[config.mk]
export PLATFORM = sky130hd
export DESIGN_NAME = dmr_recovery_sequencer
export DESIGN_NICKNAME = d
export VERILOG_FILES = /design/src/rtl/dmr_recovery_sequencer.sv
export SDC_FILE = /design/constraint.sdc
export NUM_CORES = 1
export LEC_CHECK = 0
export ABC_CLOCK_PERIOD_IN_PS = 3500
export BUFFER_PORTS_ARGS = -buffer_cell sky130_fd_sc_hd__buf_2
export CORE_MARGIN = 3
export CORE_UTILIZATION = 43
export CTS_BUF_LIST = sky130_fd_sc_hd__clkbuf_2 sky130_fd_sc_hd__clkbuf_4 sky130_fd_sc_hd__clkbuf_8
export DETAILED_ROUTE_END_ITERATION = 6
export PLACE_DENSITY = 0.72
export SLEW_MARGIN = 15
export SYNTH_ARGS = -nofsm -noshare
export SYNTH_HDL_FRONTEND = slang
export SYNTH_SLANG_ARGS = --single-unit
[constraint.sdc]
create_clock -name clk_i -period 3.5 [get_ports clk_i]
set_clock_uncertainty 0.05 [all_clocks]
set_input_delay 0.7 -clock clk_i [delete_from_list [all_inputs] [get_ports clk_i]]
set_output_delay 0.7 -clock clk_i [all_outputs]
set_load 0.1 [all_outputs]
[src/rtl/dmr_recovery_sequencer.sv]
// Recovery sequencer for DMR core pairs: queues checker errors and walks one group at a time
// through reset, halt, register-file restore, PC restore and resume.
module dmr_recovery_sequencer #(
    parameter int unsigned NumGroups   = 4,
    parameter int unsigned RFAddrWidth = 6,
    parameter int unsigned NumRFRegs   = 32,
    parameter int unsigned ResetCycles = 2,
    parameter int unsigned HaltTimeout = 64,
    localparam int unsigned GroupWidth = (NumGroups > 1) ? $clog2(NumGroups) : 1
) (
    input  logic                   clk_i,
    input  logic                   rst_ni,
    input  logic [NumGroups-1:0]   error_i,
    input  logic [NumGroups-1:0]   halted_i,
    output logic [NumGroups-1:0]   core_rstn_o,
    output logic [NumGroups-1:0]   debug_req_o,
    output logic [NumGroups-1:0]   instr_lock_o,
    output logic [NumGroups-1:0]   recover_o,
    output logic [NumGroups-1:0]   rf_we_o,
    output logic [RFAddrWidth-1:0] rf_waddr_a_o,
    output logic [RFAddrWidth-1:0] rf_waddr_b_o,
    output logic [NumGroups-1:0]   pc_restore_o,
    output logic                   busy_o,
    output logic [GroupWidth-1:0]  group_o,
    output logic                   fatal_o
);

    localparam int unsigned HalfRegs = NumRFRegs / 2;
    localparam int unsigned MaxRH    = (ResetCycles > HaltTimeout) ? ResetCycles : HaltTimeout;
    localparam int unsigned CntMax   = (MaxRH > HalfRegs) ? MaxRH : HalfRegs;
    localparam int unsigned CntWidth = $clog2(CntMax + 1);

    typedef enum logic [2:0] {
        IDLE,
        RESET,
        HALT_REQ,
        HALT_WAIT,
        RESTORE_RF,
        RESTORE_PC,
        EXIT,
        FATAL
    } state_e;

    state_e                state_q, state_d;
    logic [GroupWidth-1:0] group_q, group_d;
    logic [CntWidth-1:0]   cnt_q, cnt_d;
    logic [NumGroups-1:0]  pending_q, pending_d;

    logic [NumGroups-1:0]  group_oh;
    logic [NumGroups-1:0]  candidates;
    logic [NumGroups-1:0]  sel_oh;
    logic [GroupWidth-1:0] sel_idx;
    logic                  sel_valid;

    always_comb begin
        group_oh = '0;
        for (int unsigned i = 0; i < NumGroups; i++) begin
            group_oh[i] = (group_q == GroupWidth'(i));
        end
    end

    assign candidates = pending_q | error_i;

    // Scan from the top so the lowest pending index wins.
    always_comb begin
        sel_valid = 1'b0;
        sel_idx   = '0;
        sel_oh    = '0;
        for (int i = NumGroups - 1; i >= 0; i--) begin
            if (candidates[i]) begin
                sel_valid = 1'b1;
                sel_idx   = GroupWidth'(i);
                sel_oh    = '0;
                sel_oh[i] = 1'b1;
            end
        end
    end

    always_comb begin
        state_d   = state_q;
        group_d   = group_q;
        cnt_d     = cnt_q;
        // The group under recovery cannot re-queue itself until the sequence is back in IDLE.
        pending_d = pending_q | (error_i & ~group_oh);

        unique case (state_q)
            IDLE: begin
                cnt_d     = '0;
                pending_d = candidates;
                if (sel_valid) begin
                    group_d   = sel_idx;
                    pending_d = candidates & ~sel_oh;
                    state_d   = RESET;
                end
            end
            RESET: begin
                if (cnt_q == CntWidth'(ResetCycles - 1)) begin
                    cnt_d   = '0;
                    state_d = HALT_REQ;
                end else begin
                    cnt_d = cnt_q + 1'b1;
                end
            end
            HALT_REQ: begin
                cnt_d   = '0;
                state_d = HALT_WAIT;
            end
            HALT_WAIT: begin
                if (|(halted_i & group_oh)) begin
                    cnt_d   = '0;
                    state_d = RESTORE_RF;
                end else if (cnt_q == CntWidth'(HaltTimeout - 1)) begin
                    cnt_d   = '0;
                    state_d = FATAL;
                end else begin
                    cnt_d = cnt_q + 1'b1;
                end
            end
            RESTORE_RF: begin
                if (cnt_q == CntWidth'(HalfRegs - 1)) begin
                    cnt_d   = '0;
                    state_d = RESTORE_PC;
                end else begin
                    cnt_d = cnt_q + 1'b1;
                end
            end
            RESTORE_PC: state_d = EXIT;
            EXIT:       state_d = IDLE;
            FATAL:      state_d = FATAL;
            default:    state_d = IDLE;
        endcase
    end

    always_ff @(posedge clk_i or negedge rst_ni) begin
        if (!rst_ni) begin
            state_q   <= IDLE;
            group_q   <= '0;
            cnt_q     <= '0;
            pending_q <= '0;
        end else begin
            state_q   <= state_d;
            group_q   <= group_d;
            cnt_q     <= cnt_d;
            pending_q <= pending_d;
        end
    end

    // Outputs are decoded from state only and touch nothing but the selected group.
    always_comb begin
        core_rstn_o  = '1;
        debug_req_o  = '0;
        instr_lock_o = '0;
        recover_o    = '0;
        rf_we_o      = '0;
        rf_waddr_a_o = '0;
        rf_waddr_b_o = '0;
        pc_restore_o = '0;
        fatal_o      = 1'b0;

        unique case (state_q)
            RESET: begin
                core_rstn_o  = ~group_oh;
                instr_lock_o = group_oh;
            end
            HALT_REQ: begin
                debug_req_o  = group_oh;
                instr_lock_o = group_oh;
            end
            HALT_WAIT: instr_lock_o = group_oh;
            RESTORE_RF: begin
                instr_lock_o = group_oh;
                recover_o    = group_oh;
                rf_we_o      = group_oh;
                rf_waddr_a_o = RFAddrWidth'(cnt_q);
                rf_waddr_b_o = RFAddrWidth'(cnt_q) + RFAddrWidth'(HalfRegs);
            end
            RESTORE_PC: begin
                instr_lock_o = group_oh;
                recover_o    = group_oh;
                pc_restore_o = group_oh;
            end
            EXIT: debug_req_o = group_oh;
            FATAL: begin
                core_rstn_o  = ~group_oh;
                instr_lock_o = group_oh;
                fatal_o      = 1'b1;
            end
            default: ;
        endcase
    end

    assign busy_o  = (state_q != IDLE);
    assign group_o = group_q;

endmodule
==> flow_metrics.py <==
metrics = {
    "synthesis": {
        "synth_area_mm2": 0.00128,
        "yosys.area.top_type_share_pct": 31.2,
        "syn-num-nets": 180,
        "synth_edf_count": 0,
        "yosys-top-cells-count": "nor2_1 (27), dfrtp_1 (16), a21oi_1 (15)",
        "syn_inst": 166,
        "synth_area_leaders": "dfrtp_1 (31%), nor2_1 (7.9%), a21oi_1 (5.8%)",
        "synth-main-ff-cell": "dfrtp_1",
        "synth_top_area_cell": "dfrtp_1",
        "yosysMostFrequentCell": "nor2_1",
        "synth-seq-cells": 16,
        "async_flop_share_pct": 100,
        "ys_types": 40,
        "seq_area_frac_synth_pct": 31.2,
        "yosysWarnings": 0,
        "syn_avg_cell_area_um2": 7.74,
    },
    "timing": {
        "max_slew.worst_pin.slew_ns": 0.627,
        "period_minus_slack_ns": 2.86,
        "maxSlewViolCount": 0,
        "finalCritPeriodShare_pct": 81.6,
        "fin_ws_ns": 0.643,
        "fmax_mhz": 350,
        "rsz0062_at_grt": "no",
        "setup-tns-final_ns": 0,
        "final-setup-viol-count": 0,
        "finalHoldViolations": 0,
        "max-slew-margin-rel_pct": 58.2,
    },
    "clock_network": {
        "clkSinkCount": 16,
        "cts_tree": "yes",
        "cts_buffers": 3,
        "htree_levels": 1,
        "insertion_delay_ns": 0.30,
        "path_clk_slew_ns": 0.10,
        "cts_hold_buffers": 0,
        "cts_setup_buffers": 0,
        "clockBufferDepth": 2,
        "cts-root-buf": "clkbuf_4",
        "ctsResizeCount": 0,
    },
    "finish": {
        "fill_cells": 284,
        "final_layout_size_suffix_gt1_share_pct": 31.6,
        "layout.nets": 221,
        "syn_to_final_growth_pct": 21.1,
        "num_antenna_cells": 0,
    },
    "floorplan": {
        "dieHeight_um": 60.7,
        "rows": 19,
        "die_area_mm2": 0.00368,
        "coreArea_mm2": 0.00281,
        "io_pins": 50,
        "start_util_pct": 45.8,
        "die_x_um": 60.7,
    },
    "setup_path": {
        "cp_top_family": "simple AND/OR/NAND/NOR gates",
        "crit_type": "reg -> out",
        "critPathArrivalTime_ns": 2.11,
        "crit_path_top_delay_cell": "dfrtp_1",
        "cp_common_cell": "nor2_1",
        "worstSetupPathDepth": 4,
        "end_kind": "output pin",
        "required_ns": 2.75,
        "crit_path_max_incr_delay_ns": 0.62,
        "crit_fanout": 19,
        "worstPathBufferInverterCount": 1,
        "startpoint_type": "flip-flop",
        "ff2ff_path_depth": 4,
        "path_cells": "nor2_1 > nand2_1 > nor2_1 > buf_2",
    },
    "global_routing": {
        "grt_remaining_overflow": 0,
        "grt_pass1_vias": 1193,
        "grtUsageTotal_pct": 18.7,
        "grt_max_degree": 20,
        "grt_pass1_wl_um": 5330,
        "antenna_found_initial": 0,
    },
    "outcome": {
        "outcome": "finished clean",
    },
    "run": {
        "maxCapViolCount": 0,
    },
    "place": {
        "place_ws_ns": 1.01,
        "place_congestion": 0.864,
        "dp_hpwl_um": 2490,
        "port_buffers": 49,
    },
    "drt": {
        "via_count": 1308,
        "viasPerCell": 5.52,
        "drc_errors": 0,
        "wl_per_cell_um": 13.5,
        "first_iter_violations": 56,
        "wirelength_um": 3200,
        "antenna_left": 0,
        "first_pass_iters": 4,
    },
    "min_path": {
        "hold_class": "in -> async",
    },
}
layout by cell type, fill, tap and decap left out, drive strengths merged, types with 2 or more instances in the layout:
cell type / n
o2111ai: 2
a211oi: 3
buf: 49
dfrtp: 16
inv: 7
ha: 4
a21oi: 15
nor2b: 4
clkbuf: 4
o22ai: 2
nor4: 2
nand3: 5
o21ai: 7
nand2: 12
nor2: 27
nor3: 7
and3: 9
and2: 3
o31ai: 2
nand2b: 9
final timing paths:
kind	startpoint	to	slack [ns]
max reg2reg	state_q[1]$_DFFE_PN0P_	cnt_q[4]$_DFFE_PN0P_	1.47
max	state_q[1]$_DFFE_PN0P_	rf_we_o[2]	0.64
min in group clk_i	pending_q[2]$_DFF_PN0_	pending_q[2]$_DFF_PN0_	0.49
min	rst_ni	pending_q[3]$_DFF_PN0_	0.25
max in group asynchronous	rst_ni	pending_q[1]$_DFF_PN0_	2.88
min reg2reg	pending_q[2]$_DFF_PN0_	pending_q[2]$_DFF_PN0_	0.49
cells by family (layout without fill, tap and decap cells):
family          after synthesis  count (layout)  share of synthesized area (%)
compound gates               41              41                           21.7
xor+xnor                      1               1                          0.682
fa+ha+maj                     4               4                           3.89
buf+inv                      21              61                           7.89
flops                        16              16                           31.2
mux                           3               3                           3.41
simple gates                 80              80                           31.3
flip-flops by register name (all words and copies together), names as in the netlist, named ones only:
register / cells
cnt_q: 7
pending_q: 4
group_o: 2
state_q: 2
per-stage QoR:
stage,instance area [um2],std cells,util [%],hold WS [ns]
4_1_cts,1560,237,55.5,0.265
2_1_floorplan,1310,166,-,0.354
3_5_place_dp,1520,233,54.2,0.479
3_3_place_gp,1520,233,54.2,0.459
5_1_grt,1560,237,55.5,0.270
6_report,1560,237,55.5,0.253
worst reg2reg max path, stage by stage, from the launching register on:
cell	delay (ns)
dfrtp_1	0.76
inv_1	0.31
a2111oi_4	0.43
nor3_2	0.13
a211oi_1	0.26
area by class of cell:
class / count / area [um2] / share of cell area, %
multi-input combinational: 129 / 806 / 51.8
sequential: 16 / 400 / 25.7
timing repair buffer: 49 / 245 / 15.8
tap: 31 / 38.8 / 2.49
clock buffer: 4 / 36.3 / 2.33
inverter: 8 / 30.0 / 1.93
layer usage:
| metal | global-route usage (%) | vias to the layer above | share of wire, % |
|---|---|---|---|
| met4 | 7.12 | 0 | 1.3 |
| met3 | 1.49 | 5 | 5.1 |
| met1 | 24.6 | 608 | 47 |
| li1 | - | 653 | - |
| met5 | 0 | - | 0 |
| met2 | 31.8 | 42 | 47 |
Power is left out: the tool's default activity adds up to more than one toggle a clock period on the data nets, which glitch-free logic cannot reach.
